File: src/rtl/mem_rmw_aligner.sv
// rtl/mem_rmw_aligner.sv - load/store alignment and read-modify-write unit for a RAM without byte enables
//
// Sits between the core data port and a word-wide synchronous RAM. Sub-word
// stores are done as read-modify-write. Accesses that straddle a word
// boundary are split into two word transactions (or flagged when
// MISALIGNED_EN=0).
//
// Ports:
//   clk, rst           clock, asynchronous active-high reset
//   req_*              request channel (valid/ready), LSB-aligned store data
//   resp_*             response channel (valid/ready), load data and error flag
//   mem_*              word-addressed RAM port; read data arrives the cycle after mem_re
module mem_rmw_aligner #(
    parameter int DATA_WIDTH    = 32,
    parameter int ADDR_WIDTH    = 32,
    parameter int MISALIGNED_EN = 1
) (
    input  logic                                            clk,
    input  logic                                            rst,
    input  logic                                            req_valid,
    output logic                                            req_ready,
    input  logic                                            req_we,
    input  logic [ADDR_WIDTH-1:0]                           req_addr,
    input  logic [1:0]                                      req_size,
    input  logic                                            req_signed,
    input  logic [DATA_WIDTH-1:0]                           req_wdata,
    output logic                                            resp_valid,
    input  logic                                            resp_ready,
    output logic [DATA_WIDTH-1:0]                           resp_rdata,
    output logic                                            resp_err,
    output logic [ADDR_WIDTH-$clog2(DATA_WIDTH/8)-1:0]      mem_addr,
    output logic                                            mem_re,
    output logic                                            mem_we,
    output logic [DATA_WIDTH-1:0]                           mem_wdata,
    input  logic [DATA_WIDTH-1:0]                           mem_rdata
);

    localparam int NB   = DATA_WIDTH / 8;
    localparam int OFFW = $clog2(NB);
    localparam int MAW  = ADDR_WIDTH - OFFW;

    typedef enum logic [2:0] {
        S_IDLE, S_RDA, S_RDB, S_WAIT, S_WAITB, S_WRA, S_WRB, S_RESP
    } state_t;

    state_t                r_state;
    state_t                w_next;
    logic                  r_we;
    logic                  r_signed;
    logic                  r_split;
    logic                  r_err;
    logic [1:0]            r_size;
    logic [OFFW-1:0]       r_off;
    logic [DATA_WIDTH-1:0] r_wdata;
    logic [DATA_WIDTH-1:0] r_buf_a;
    logic [DATA_WIDTH-1:0] r_buf_b;
    logic [MAW-1:0]        r_word_a;
    logic [MAW-1:0]        r_word_b;

    // Request decode, evaluated on the raw request so it can be latched on accept.
    logic                  w_accept;
    logic [3:0]            w_nbytes_in;
    logic [OFFW-1:0]       w_off_in;
    logic [MAW-1:0]        w_word_a_in;
    logic                  w_split_in;
    logic                  w_err_in;
    logic                  w_full_in;

    always_comb begin
        w_accept    = req_valid && (r_state == S_IDLE);
        w_nbytes_in = 4'd1 << req_size;
        w_off_in    = req_addr[OFFW-1:0];
        w_word_a_in = req_addr[ADDR_WIDTH-1:OFFW];
        w_split_in  = (int'(w_off_in) + int'(w_nbytes_in)) > NB;
        w_err_in    = (int'(w_nbytes_in) > NB) || (w_split_in && (MISALIGNED_EN == 0));
        // A store covering the whole word needs no read-back.
        w_full_in   = req_we && (int'(w_nbytes_in) == NB) && !w_split_in;
    end

    always_ff @(posedge clk or posedge rst) begin
        if (rst) begin
            r_state  <= S_IDLE;
            r_we     <= 1'b0;
            r_signed <= 1'b0;
            r_split  <= 1'b0;
            r_err    <= 1'b0;
            r_size   <= '0;
            r_off    <= '0;
            r_wdata  <= '0;
            r_buf_a  <= '0;
            r_buf_b  <= '0;
            r_word_a <= '0;
            r_word_b <= '0;
        end else begin
            r_state <= w_next;
            if (w_accept) begin
                r_we     <= req_we;
                r_signed <= req_signed;
                r_split  <= w_split_in;
                r_err    <= w_err_in;
                r_size   <= req_size;
                r_off    <= w_off_in;
                r_wdata  <= req_wdata;
                r_word_a <= w_word_a_in;
                r_word_b <= w_word_a_in + {{(MAW-1){1'b0}}, 1'b1};
            end
            // Read data trails mem_re by one cycle: RDB and WAIT see word A, WAITB sees word B.
            case (r_state)
                S_RDB, S_WAIT: r_buf_a <= mem_rdata;
                S_WAITB:       r_buf_b <= mem_rdata;
                default:       ;
            endcase
        end
    end

    always_comb begin
        w_next = r_state;
        case (r_state)
            S_IDLE:
                if (w_accept) begin
                    if (w_err_in)       w_next = S_RESP;
                    else if (w_full_in) w_next = S_WRA;
                    else                w_next = S_RDA;
                end
            S_RDA:   w_next = r_split ? S_RDB : S_WAIT;
            S_RDB:   w_next = S_WAITB;
            S_WAIT,
            S_WAITB: w_next = r_we ? S_WRA : S_RESP;
            S_WRA:   w_next = r_split ? S_WRB : S_RESP;
            S_WRB:   w_next = S_RESP;
            S_RESP:  if (resp_ready) w_next = S_IDLE;
            default: w_next = S_IDLE;
        endcase
    end

    // Load extraction from the {B,A} pair and lane merge for stores.
    logic [2*DATA_WIDTH-1:0] w_pair;
    logic [2*DATA_WIDTH-1:0] w_wpair;
    logic [DATA_WIDTH-1:0]   w_load;
    logic [DATA_WIDTH-1:0]   w_merge_a;
    logic [DATA_WIDTH-1:0]   w_merge_b;
    logic                    w_sign;

    always_comb begin
        int nb;
        int off;
        nb        = 1 << r_size;
        off       = int'(r_off);
        w_pair    = {r_buf_b, r_buf_a} >> (8 * r_off);
        w_wpair   = {{DATA_WIDTH{1'b0}}, r_wdata} << (8 * r_off);
        w_sign    = 1'b0;
        w_load    = '0;
        w_merge_a = r_buf_a;
        w_merge_b = r_buf_b;
        for (int b = 0; b < NB; b++) begin
            if (b == nb - 1) w_sign = r_signed & w_pair[8*b+7];
        end
        for (int b = 0; b < NB; b++) begin
            w_load[8*b +: 8] = (b < nb) ? w_pair[8*b +: 8] : {8{w_sign}};
            if ((b >= off) && (b < off + nb))
                w_merge_a[8*b +: 8] = w_wpair[8*b +: 8];
            if (NB + b < off + nb)
                w_merge_b[8*b +: 8] = w_wpair[DATA_WIDTH + 8*b +: 8];
        end
    end

    always_comb begin
        req_ready  = (r_state == S_IDLE);
        mem_re     = (r_state == S_RDA) || (r_state == S_RDB);
        mem_we     = (r_state == S_WRA) || (r_state == S_WRB);
        mem_addr   = '0;
        mem_wdata  = '0;
        resp_valid = (r_state == S_RESP);
        resp_err   = (r_state == S_RESP) && r_err;
        resp_rdata = '0;
        if ((r_state == S_RDA) || (r_state == S_WRA)) mem_addr = r_word_a;
        if ((r_state == S_RDB) || (r_state == S_WRB)) mem_addr = r_word_b;
        if (r_state == S_WRA) mem_wdata = w_merge_a;
        if (r_state == S_WRB) mem_wdata = w_merge_b;
        if ((r_state == S_RESP) && !r_we && !r_err) resp_rdata = w_load;
    end

endmodule

File: config.mk
export PLATFORM = sky130hd
export DESIGN_NAME = mem_rmw_aligner
export DESIGN_NICKNAME = d
export VERILOG_FILES = /design/src/rtl/mem_rmw_aligner.sv
export SDC_FILE = /design/constraint.sdc
export NUM_CORES = 1
export LEC_CHECK = 0
export CELL_PAD_IN_SITES_DETAIL_PLACEMENT = 2
export CELL_PAD_IN_SITES_GLOBAL_PLACEMENT = 2
export CORE_ASPECT_RATIO = 1.5
export CORE_UTILIZATION = 34
export CTS_CLUSTER_SIZE = 40
export DETAILED_ROUTE_END_ITERATION = 12
export GPL_TIMING_DRIVEN = 0
export PLACE_DENSITY_LB_ADDON = 0.1
export SYNTH_ARGS = -nofsm -noshare
export SYNTH_HDL_FRONTEND = slang
export SYNTH_SLANG_ARGS = --single-unit
File: constraint.sdc
create_clock -name clk -period 14.3 [get_ports clk]
set_input_delay 3.575 -clock clk [delete_from_list [all_inputs] [get_ports clk]]
set_output_delay 3.575 -clock clk [all_outputs]
set_load 0.005 [all_outputs]
==> out/qor.yml <==
synthDistinctLibCells: 58
total_power_mw: 3.202
timing.critical_path.buf_inv: 5
maxCapViolations: 0
worst-endpoint-required_ps: 10720
cpMostUsedCell: "buf_2"
drive_gt1_share_pct: 12.70
insertion_delay_ps: 450
status: "completed"
seq_area_frac_synth_pct: 41.56
start_util_pct: 34.78
finalSetupViolations: 0
r2r_setup_slack_ps: 11670
ys_warn_count: 0
antennaDiodeCount: 0
drt-initial-drc-count: 396
critPathArrivalTime_ps: 4540
first_global_vias: 10688
max_freq_mhz: 123.2
p_comb_share_pct: 55.6
cp_max_fo: 10
place_ws_ps: 6684
grt_max_degree: 106
fin_ws_ps: 6181
placeableCoreArea_sq_um: 28910
crit_chain: "buf_2, buf_2, buf_2, buf_4, xnor2_1, ha_1, nor2b_1, o21ai_0, o221ai_1, nor3_2, a221o_1, clkdlybuf4s50_1"
cts_setup_buffers: 0
ys_ff_latch: 167
worstHoldStart: "r_word_a[20]"
internal-power_mw: 1.811
grt.total_usage_pct: 28.94
power_leakage_nw: 5.678
synth.avg_cell_area_sq_um: 9.010
cp_slowest_cell: "nor3_2"
pwr-share-clk_pct: 15.9
cts_tree: "yes"
synth_top_cell_by_area: "dfrtp_1"
wl_mm: 42.06
final_max_slew_viol_count: 0
tns_ps: 0
netlist_instances: 1116
worstSetupStartpointType: "register"
drc: 0
fp.dieW_um: 142.4
worst_pin_slew_ps: 1130
startpoint: "r_off[1]"
die_area_sq_um: 30280
rsz0062_at_grt: "false"
slew_headroom_pct: 24.09
vias: 9494
power_switching_mw: 1.391
cts_root_buffer: "clkbuf_16"
max-vdd-ir-drop_uv: 91.55
met3_length_mm: 2.088
viasPerCell: 5.469
row_count: 76
topRoutingLayerUsed: "met5"
async_reset_ff_share_pct: 100.0
antenna_left: 0
hold_viol_final: 0
syn_to_final_growth_pct: 31.17
worstSetupPathType: "reg2out"
synth_area_leaders: "dfrtp_1 42%, nand2_1 11%, mux2_2 10%"
ctsHoldBuffers: 0
clk_pin_slew_worst_paths_ps: 70
synth_edf_count: 0
wire_per_inst_um: 24.23
grt_pass1_wl_mm: 64.08
fillers: 3246
fin_crit_sh_pct: 56.78
end_kind: "output port"
syn_area_sq_um: 10050
io_pins: 203
drt-met1-wl_mm: 15.18
powerDensity_nw_per_um2: 242.8
antenna_found_initial: 3
numCtsBuffers: 17
dr_wl_met2_mm: 23.11
worstHoldPathType: "reg2reg"
post_cts_resized: 0
period_needed_ps: 8119
firstDrtPassIters: 4
numPortBuffers: 198
worstReg2RegStart: "r_state[2]"
swShare_pct: 43.45
max_stage_delay_ps: 540
place.gp.congestion: 0.9258
pwr-share-seq_pct: 28.4
htree_levels: 4
clock_skew_ps: 10.79
clk_path_buf_depth: 2
overflow: 0
fin_nets: 1444
die_y_um: 212.6
cts_sinks: 167
syn_nets: 1226
dp_hpwl_mm: 32.77
crit_family: "buffers and inverters"
ys.flop_type: "dfrtp_1"
synth.top_cell.area_share_pct: 41.56
hold_ws_ps: 478.5
==> Yosys cell counts, types with 3 or more instances <==
library cell	number
clkbuf_1	40
and4_1	3
or2_2	3
dfrtp_1	167
inv_1	12
a211oi_1	9
and2_1	5
a221o_1	6
nand2_1	301
xor2_1	14
buf_4	5
o22ai_1	16
a21oi_1	36
buf_1	6
mux2_2	90
and3_1	11
o21ai_1	3
nor2_1	40
nor2b_1	13
nand3_1	15
nor3_1	11
o21ai_0	93
buf_2	27
xnor2_1	16
nor4_1	3
ha_1	5
mux2i_1	87
nand4_1	12
a22o_1	30
==> through the flow <==
step	area, sq um	util (%)	instances
finish	13190	45.62	1736
floorplan	10050	-	1116
global route	13190	45.62	1736
detailed placement	12560	43.45	1705
CTS	13190	45.62	1736
global placement	12520	43.33	1704
==> power by group through the flow <==
stage          clock network (mW)  registers (mW)  logic, mW
3_3_place_gp                    0           0.898       1.70
5_1_grt                     0.536           0.935       1.91
3_5_place_dp                    0           0.913       1.76
6_report                    0.511           0.911       1.78
2_1_floorplan                   0           0.823       1.05
4_1_cts                     0.520           0.908       1.78
==> layer usage <==
| layer | vias up | GRT usage [%] |
|---|---|---|
| li1 | 4324 | - |
| met1 | 4796 | 29.27 |
| met2 | 275 | 55.34 |
| met3 | 97 | 6.216 |
| met4 | 2 | 13.90 |
| met5 | - | 0 |
==> state kept, by name, indices dropped and copies added, names as in the netlist <==
register and count:
r_buf_a 32, r_word_b 30, r_buf_b 32, r_err 1, r_wdata 32, r_we 1, r_off 2, r_split 1
r_size 2, r_state 3, r_word_a 30, r_signed 1
==> worst reg2reg max path: cells and delay by family, from the launching register on <==
family                 cells  cell delay (ps)
buffers and inverters      3              880
DFF                        1              360
and+or+nand+nor            1              870
muxes                      1              410
==> logic make-up (layout without fill, tap and decap cells) <==
logic type | after synthesis | in the layout | synth area share, %
DFF | 167 | 167 | 41.56
AOI/OAI and AO/OA | 212 | 212 | 13.20
and+or+nand+nor | 430 | 430 | 18.65
xor gates and xnor gates | 30 | 30 | 2.613
buffers and inverters | 92 | 322 | 3.957
muxes | 179 | 179 | 19.19
adders and majority gates | 6 | 6 | 0.8213
==> area by class of cell <==
cell class	count	area, sq um	share of cell area [%]
tap	390	488.0	3.700
multi-input combinational	857	5478	41.53
clock buffer	21	460.4	3.491
timing repair buffer	199	2009	15.24
buffer	78	345.3	2.618
sequential	167	4179	31.69
inverter	14	60.06	0.4554
clock inverter	10	168.9	1.281
==> worst paths after layout <==
check	to	cells after the start
min reg2reg	r_word_a[20]	2
max in group asynchronous	r_buf_b[3]	3
max reg2reg	r_buf_b[3]	5
max	mem_wdata[2]	12
min	r_word_a[20]	2
min in group asynchronous	r_size[1]	2
==> layout by cell type (no fill, tap or decap), types with 12 or more instances in the layout <==
| cell | netlist | routed |
|---|---|---|
| xor2_1 | 14 | 14 |
| nor2b_1 | 13 | 13 |
| o22ai_1 | 16 | 16 |
| dfrtp_1 | 167 | 167 |
| nand3_1 | 15 | 15 |
| a22o_1 | 30 | 30 |
| o21ai_0 | 93 | 93 |
| xnor2_1 | 16 | 16 |
| clkbuf_16 | 0 | 17 |
| mux2_2 | 90 | 90 |
| buf_2 | 27 | 27 |
| nand4_1 | 12 | 12 |
| a21oi_1 | 36 | 36 |
| mux2i_1 | 87 | 87 |
| clkbuf_1 | 40 | 42 |
| nand2_1 | 301 | 301 |
| nor2_1 | 40 | 40 |
| clkdlybuf4s50_1 | 0 | 198 |
No activity file was read; power rests on OpenSTA's default activity.
